## config.mk

```make
export PLATFORM = sky130hd
export DESIGN_NAME = lut_table_writer
export DESIGN_NICKNAME = d
export VERILOG_FILES = /design/src/rtl/lut_table_writer_pkg.sv /design/src/rtl/lut_slot_search.sv /design/src/rtl/lut_table_writer.sv
export SDC_FILE = /design/constraint.sdc
export NUM_CORES = 1
export LEC_CHECK = 0
export ABC_AREA = 1
export CAP_MARGIN = 20
export CORE_MARGIN = 10
export CORE_UTILIZATION = 52
export CTS_BUF_LIST = sky130_fd_sc_hd__clkbuf_8
export DETAILED_ROUTE_END_ITERATION = 8
export PLACE_DENSITY = 0.92
export SLEW_MARGIN = 20
export SYNTH_ARGS = -nofsm -noshare
export SYNTH_HDL_FRONTEND = slang
export SYNTH_SLANG_ARGS = --single-unit
export TNS_END_PERCENT = 10
```

## constraint.sdc

```tcl
create_clock -name clk -period 1.9 [get_ports clk]
set_clock_uncertainty 0.1 [all_clocks]
set_input_delay 0.475 -clock clk [delete_from_list [all_inputs] [get_ports clk]]
set_output_delay 0.475 -clock clk [all_outputs]
set_load 0.02 [all_outputs]
```

## src/rtl/lut_table_writer_pkg.sv

```systemverilog
// Shared types for the lut_table_writer slice: request opcodes, response
// status codes, control FSM states and a slot-index width helper.
package lut_pkg;

    typedef enum logic [1:0] {
        OP_INSERT = 2'd0,
        OP_DELETE = 2'd1,
        OP_CLEAR  = 2'd2,
        OP_COMMIT = 2'd3
    } lut_op_e;

    typedef enum logic [1:0] {
        ST_OK_NEW    = 2'd0,
        ST_OK_UPDATE = 2'd1,
        ST_MISS      = 2'd2,
        ST_FULL      = 2'd3
    } lut_status_e;

    typedef enum logic [1:0] {
        S_IDLE = 2'd0,
        S_EXEC = 2'd1,
        S_RESP = 2'd2
    } lut_state_e;

    // A single-slot table still needs a 1-bit index port.
    function automatic int unsigned idx_width(input int unsigned n);
        return (n > 1) ? $clog2(n) : 1;
    endfunction

endpackage

```

## src/rtl/lut_slot_search.sv

```systemverilog
// Combinational slot search: finds the valid slot holding a key and the
// lowest-numbered free slot.
module lut_slot_search
    import lut_pkg::*;
#(
    parameter  int unsigned NR_KEY  = 2,
    parameter  int unsigned KEY_LEN = 1,
    localparam int unsigned IDX_W   = idx_width(NR_KEY)
) (
    input  logic [NR_KEY*KEY_LEN-1:0] keys,
    input  logic [NR_KEY-1:0]         valid_mask,
    input  logic [KEY_LEN-1:0]        search_key,
    output logic                      hit,
    output logic [IDX_W-1:0]          hit_idx,
    output logic                      free,
    output logic [IDX_W-1:0]          free_idx
);

    always_comb begin
        hit      = 1'b0;
        hit_idx  = '0;
        free     = 1'b0;
        free_idx = '0;
        for (int unsigned i = 0; i < NR_KEY; i++) begin
            if (!hit && valid_mask[i] && (keys[i*KEY_LEN +: KEY_LEN] == search_key)) begin
                hit     = 1'b1;
                hit_idx = IDX_W'(i);
            end
            if (!free && !valid_mask[i]) begin
                free     = 1'b1;
                free_idx = IDX_W'(i);
            end
        end
    end

endmodule

```

## src/rtl/lut_table_writer.sv

```systemverilog
// Key/data table builder driving the packed lut bus of General_Multiplexier.
// Define LUT_WRITER_SHADOW_EN to edit a shadow table published only on COMMIT.
module lut_table_writer
    import lut_pkg::*;
#(
    parameter  int unsigned         NR_KEY   = 2,
    parameter  int unsigned         KEY_LEN  = 1,
    parameter  int unsigned         DATA_LEN = 1,
    parameter  logic [KEY_LEN-1:0]  FILL_KEY = '0,
    localparam int unsigned         IDX_W    = idx_width(NR_KEY),
    localparam int unsigned         CNT_W    = $clog2(NR_KEY + 1),
    localparam int unsigned         PAIR_LEN = KEY_LEN + DATA_LEN
) (
    input  logic                       clk,
    input  logic                       rst_n,
    input  logic                       req_valid,
    output logic                       req_ready,
    input  logic [1:0]                 req_op,
    input  logic [KEY_LEN-1:0]         req_key,
    input  logic [DATA_LEN-1:0]        req_data,
    output logic                       resp_valid,
    input  logic                       resp_ready,
    output logic [1:0]                 resp_status,
    output logic [IDX_W-1:0]           resp_index,
    output logic [NR_KEY*PAIR_LEN-1:0] lut,
    output logic [NR_KEY-1:0]          valid_mask,
    output logic [CNT_W-1:0]           count
);

    lut_state_e            r_state;
    lut_state_e            w_state_next;
    lut_op_e               r_op;
    logic [KEY_LEN-1:0]    r_key;
    logic [DATA_LEN-1:0]   r_data;
    lut_status_e           r_status;
    logic [IDX_W-1:0]      r_index;

    // Working copy: the table that requests search and modify.
    logic [KEY_LEN-1:0]    r_wkey  [NR_KEY];
    logic [DATA_LEN-1:0]   r_wdata [NR_KEY];
    logic [NR_KEY-1:0]     r_wvalid;

    // Live copy: the table seen on lut/valid_mask/count.
    logic [KEY_LEN-1:0]    w_lkey  [NR_KEY];
    logic [DATA_LEN-1:0]   w_ldata [NR_KEY];
    logic [NR_KEY-1:0]     w_lvalid;

    logic [NR_KEY*KEY_LEN-1:0] w_keys_packed;
    logic                      w_hit;
    logic [IDX_W-1:0]          w_hit_idx;
    logic                      w_free;
    logic [IDX_W-1:0]          w_free_idx;

    always_ff @(posedge clk or negedge rst_n) begin
        if (!rst_n) r_state <= S_IDLE;
        else        r_state <= w_state_next;
    end

    always_comb begin
        w_state_next = r_state;
        req_ready    = 1'b0;
        resp_valid   = 1'b0;
        case (r_state)
            S_IDLE: begin
                req_ready = 1'b1;
                if (req_valid) w_state_next = S_EXEC;
            end
            S_EXEC: w_state_next = S_RESP;
            S_RESP: begin
                resp_valid = 1'b1;
                if (resp_ready) w_state_next = S_IDLE;
            end
            default: w_state_next = S_IDLE;
        endcase
    end

    always_ff @(posedge clk or negedge rst_n) begin
        if (!rst_n) begin
            r_op   <= OP_INSERT;
            r_key  <= '0;
            r_data <= '0;
        end else if (r_state == S_IDLE && req_valid) begin
            r_op   <= lut_op_e'(req_op);
            r_key  <= req_key;
            r_data <= req_data;
        end
    end

    always_comb begin
        w_keys_packed = '0;
        for (int unsigned i = 0; i < NR_KEY; i++)
            w_keys_packed[i*KEY_LEN +: KEY_LEN] = r_wkey[i];
    end

    lut_slot_search #(
        .NR_KEY  (NR_KEY),
        .KEY_LEN (KEY_LEN)
    ) u_search (
        .keys       (w_keys_packed),
        .valid_mask (r_wvalid),
        .search_key (r_key),
        .hit        (w_hit),
        .hit_idx    (w_hit_idx),
        .free       (w_free),
        .free_idx   (w_free_idx)
    );

    // Invalid slots are rewritten to {FILL_KEY, 0} so the lut never needs masking.
    always_ff @(posedge clk or negedge rst_n) begin
        if (!rst_n) begin
            for (int unsigned i = 0; i < NR_KEY; i++) begin
                r_wkey[i]  <= FILL_KEY;
                r_wdata[i] <= '0;
            end
            r_wvalid <= '0;
            r_status <= ST_OK_NEW;
            r_index  <= '0;
        end else if (r_state == S_EXEC) begin
            r_status <= ST_OK_NEW;
            r_index  <= '0;
            case (r_op)
                OP_INSERT: begin
                    if (w_hit) begin
                        r_wdata[w_hit_idx] <= r_data;
                        r_status           <= ST_OK_UPDATE;
                        r_index            <= w_hit_idx;
                    end else if (w_free) begin
                        r_wkey[w_free_idx]   <= r_key;
                        r_wdata[w_free_idx]  <= r_data;
                        r_wvalid[w_free_idx] <= 1'b1;
                        r_index              <= w_free_idx;
                    end else begin
                        r_status <= ST_FULL;
                    end
                end
                OP_DELETE: begin
                    if (w_hit) begin
                        r_wkey[w_hit_idx]   <= FILL_KEY;
                        r_wdata[w_hit_idx]  <= '0;
                        r_wvalid[w_hit_idx] <= 1'b0;
                        r_index             <= w_hit_idx;
                    end else begin
                        r_status <= ST_MISS;
                    end
                end
                OP_CLEAR: begin
                    for (int unsigned i = 0; i < NR_KEY; i++) begin
                        r_wkey[i]  <= FILL_KEY;
                        r_wdata[i] <= '0;
                    end
                    r_wvalid <= '0;
                end
                default: ;
            endcase
        end
    end

`ifdef LUT_WRITER_SHADOW_EN
    logic [KEY_LEN-1:0]  r_lkey  [NR_KEY];
    logic [DATA_LEN-1:0] r_ldata [NR_KEY];
    logic [NR_KEY-1:0]   r_lvalid;

    always_ff @(posedge clk or negedge rst_n) begin
        if (!rst_n) begin
            for (int unsigned i = 0; i < NR_KEY; i++) begin
                r_lkey[i]  <= FILL_KEY;
                r_ldata[i] <= '0;
            end
            r_lvalid <= '0;
        end else if (r_state == S_EXEC && r_op == OP_COMMIT) begin
            r_lkey   <= r_wkey;
            r_ldata  <= r_wdata;
            r_lvalid <= r_wvalid;
        end
    end

    assign w_lkey   = r_lkey;
    assign w_ldata  = r_ldata;
    assign w_lvalid = r_lvalid;
`else
    assign w_lkey   = r_wkey;
    assign w_ldata  = r_wdata;
    assign w_lvalid = r_wvalid;
`endif

    always_comb begin
        lut   = '0;
        count = '0;
        for (int unsigned i = 0; i < NR_KEY; i++) begin
            lut[i*PAIR_LEN +: PAIR_LEN] = {w_lkey[i], w_ldata[i]};
            count = count + CNT_W'(w_lvalid[i]);
        end
    end

    assign valid_mask  = w_lvalid;
    assign resp_status = r_status;
    assign resp_index  = r_index;

endmodule

```

==> reports/metrics.yaml, run 1 <==
run_status:
  status: "completed"
clock_network:
  cts_root_buf: "clkbuf_8"
  cts.path.max_buffers: 2
  path_clk_slew_ns: 0.06
  postCtsSetupRepairBufs: 0
  clock_latency_ns: 0.25
  cts_made_buffers: 3
  htreeDepth: 1
  cts.sinks: 15
  cts_tree: "done"
yosys:
  syn_nets: 147
  synth_fa_ha_area_frac: 0.0984
  ys_ff_latch: 15
  ys_warn_count: 0
  synthCells: 131
  netlist.area_leader.share: 0.369
  avgSynthCellArea_sq_um: 7.77
  ys_seq_area_frac: 0.369
  yosysUniqueCellTypes: 21
  netlist_top_cells_area: "dfrtp_1 37%, nand2_1 14%, ha_1 9.8%, inv_1 6.3%, o21ai_0 4.4%"
  synth_compound_area_frac: 0.0836
  synth_top_area_cell: "dfrtp_1"
  yosys.area_share.simple: 0.364
  synthMuxAreaShare: 0
  syn_area_sq_mm: 0.00102
  synthXorXnorAreaFrac: 0
  synth_top_family_by_area: "simple AND/OR/NAND/NOR gates"
floorplanning:
  dieWidth_um: 64.2
  start_util: 0.571
  fp.coreArea_sq_mm: 0.00178
  fp.dieH_um: 64.2
  ioPinCount: 21
  placementRows: 15
  die_area_sq_mm: 0.00413
place:
  dp_cells: 180
  hpwl_mm: 1.92
  io_buffer_count: 20
  pre_cts_ws_ns: 0.0240
  dpl-instance-area_sq_mm: 0.00127
  globalplace.congestion: 0.901
finish:
  final_common_cell: "nand2_1"
  fin_area_sq_mm: 0.00132
  fillCellCount: 145
  mostFrequentLayoutCells: "37 x nand2_1, 18 x inv_1, 15 x dfrtp_1"
  insertedDiodeCount: 0
  multi_input_area_sq_um: 556
  regArea_sq_um: 375
  fin_nets: 176
  finalNonFillerCells: 184
  area_growth_pct: 29.8
  final_layout_size_suffix_gt1_frac: 0.157
pwr:
  power_density_mw_per_mm2: 1680
  leakage_nw: 0.719
  irDropWorstVdd_mv: 0.979
setup_path:
  rr_startpoint: "valid_mask[0]$_DFFE_PN0P_"
  cp_slowest_stage_delay_ns: 0.36
  r2r_slack_ns: 0.13
  critPathCaptureType: "output pin"
  cp_max_fo: 3
  worstSetupPathType: "reg -> out"
  critPathLaunchType: "flip-flop"
  slowest_stage: "dfrtp_1"
  crit_chain: "inv_1 > ha_1 > clkdlybuf4s15_1"
  crit_arrival_ns: 1.27
  worstSetupStartpoint: "valid_mask[0]$_DFFE_PN0P_"
  cp.required_ns: 1.32
  rr_worst_depth: 9
sta:
  final-hold-violation-count: 0
  setup_tns_ns: 0
  period_needed_ns: 1.84
  fmax_mhz: 543
  slew_viol_final: 0
  max_slew_margin: 0.776
  setup_violations: 0
  fin_crit_sh: 0.969
  fin_ws_ns: 0.0592
  tightest_slew_ns: 0.335
  holdWs_ns: 0.385
route:
  vias: 987
  wirelength_mm: 2.44
  route.detailed.drc: 0
  wl_per_cell_um: 13.2
  drtPass1Iterations: 4
  viasPerCell: 5.36
  drt_iter0_drc: 37
  ant_nets: 0
global_routing:
  globalRouteOverflowTotal: 0
  grt_usage: 0.126
  grt_max_degree: 16
  grt_first_pass_wirelength_mm: 4.24
  grt_pass1_vias: 982
  antenna_found_initial: 0
hold_path:
  hold_start: "resp_status[1]$_DFFE_PN0P_"
  worst_hold_path.endpoint: "resp_status[1]$_DFFE_PN0P_"
  hold_path_class: "reg -> reg"
  hold_path_depth: 2
flow_run:
  cap_violations: 0
-- cell type report --
| cell class | instances | share of cell area |
|---|---|---|
| Clock inverter | 1 | 0.00284 |
| Tap cell | 25 | 0.0237 |
| Inverter | 20 | 0.0569 |
| Multi-Input combinational cell | 95 | 0.421 |
| Clock buffer | 3 | 0.0313 |
| Sequential cell | 15 | 0.284 |
| Timing Repair Buffer | 25 | 0.180 |
-- power by group --
| part | switching (mW) | internal (mW) |
|---|---|---|
| combinational | 0.902 | 0.512 |
| clock | 0.111 | 0.143 |
| sequential | 0.0992 | 0.448 |
| total | 1.11 | 1.10 |
-- synth_stat cells (all sizes together) --
| cell type | n |
|---|---|
| a31oi | 1 |
| nand4 | 7 |
| dfrtp | 15 |
| nor2 | 8 |
| o211ai | 1 |
| inv | 20 |
| a21oi | 1 |
| o21ai | 11 |
| or2 | 2 |
| nand2 | 43 |
| ha | 8 |
| o21a | 1 |
| nand3 | 12 |
| buf | 1 |
-- worst max-delay path by stage --
stage | endpoint | cells past startpoint
after floorplan | flip-flop | 8
after CTS | lut[3] | 1
after global routing | count[0] | 3
after global placement | count[0] | 3
final | count[0] | 3
after detailed placement | count[0] | 3
-- routing by layer --
| metal | global-route usage | routed length [um] | part of all wire |
|---|---|---|---|
| met5 | 0 | 0 | 0 |
| met4 | 0.0936 | 89 | 0.037 |
| met3 | 0.0296 | 180 | 0.074 |
| met2 | 0.221 | 1200 | 0.49 |
| met1 | 0.126 | 965 | 0.40 |
-- cell families (layout without fill, tap and decap cells) --
| kind of cell | Yosys count | in the layout |
|---|---|---|
| AO/OA/AOI/OAI | 15 | 15 |
| adder cells (fa/ha/maj) | 8 | 8 |
| buffers and inverters | 21 | 49 |
| flip-flops | 15 | 15 |
| AND/OR/NAND/NOR | 72 | 72 |
-- metrics by stage --
stage,util,power (mW)
2_1_floorplan,-,1.51
3_3_place_gp,0.715,1.91
3_5_place_dp,0.715,1.98
4_1_cts,0.736,2.21
5_1_grt,0.740,2.40
6_report,0.740,2.22
-- timing repair --
item	CTS	global route
resized for setup	6	4
cloned	0	0
setup endpoints to repair	6	4
pin swaps	0	0
hold buffers	0	0
-- worst max-delay path: cells and delay by family (launching register included) --
family                     cells  cell delay, ns
buffers and inverters          2            0.35
DFF                            1            0.36
adders and majority gates      1            0.30
Power figures use the tool's default switching activity.
==> run 2, diff against run 1 <==
Settings changed: CAP_MARGIN 20 to not set.
==> results of run 2 <==
Same layout as run 1: the final DEF is identical, and so are final timing and power.
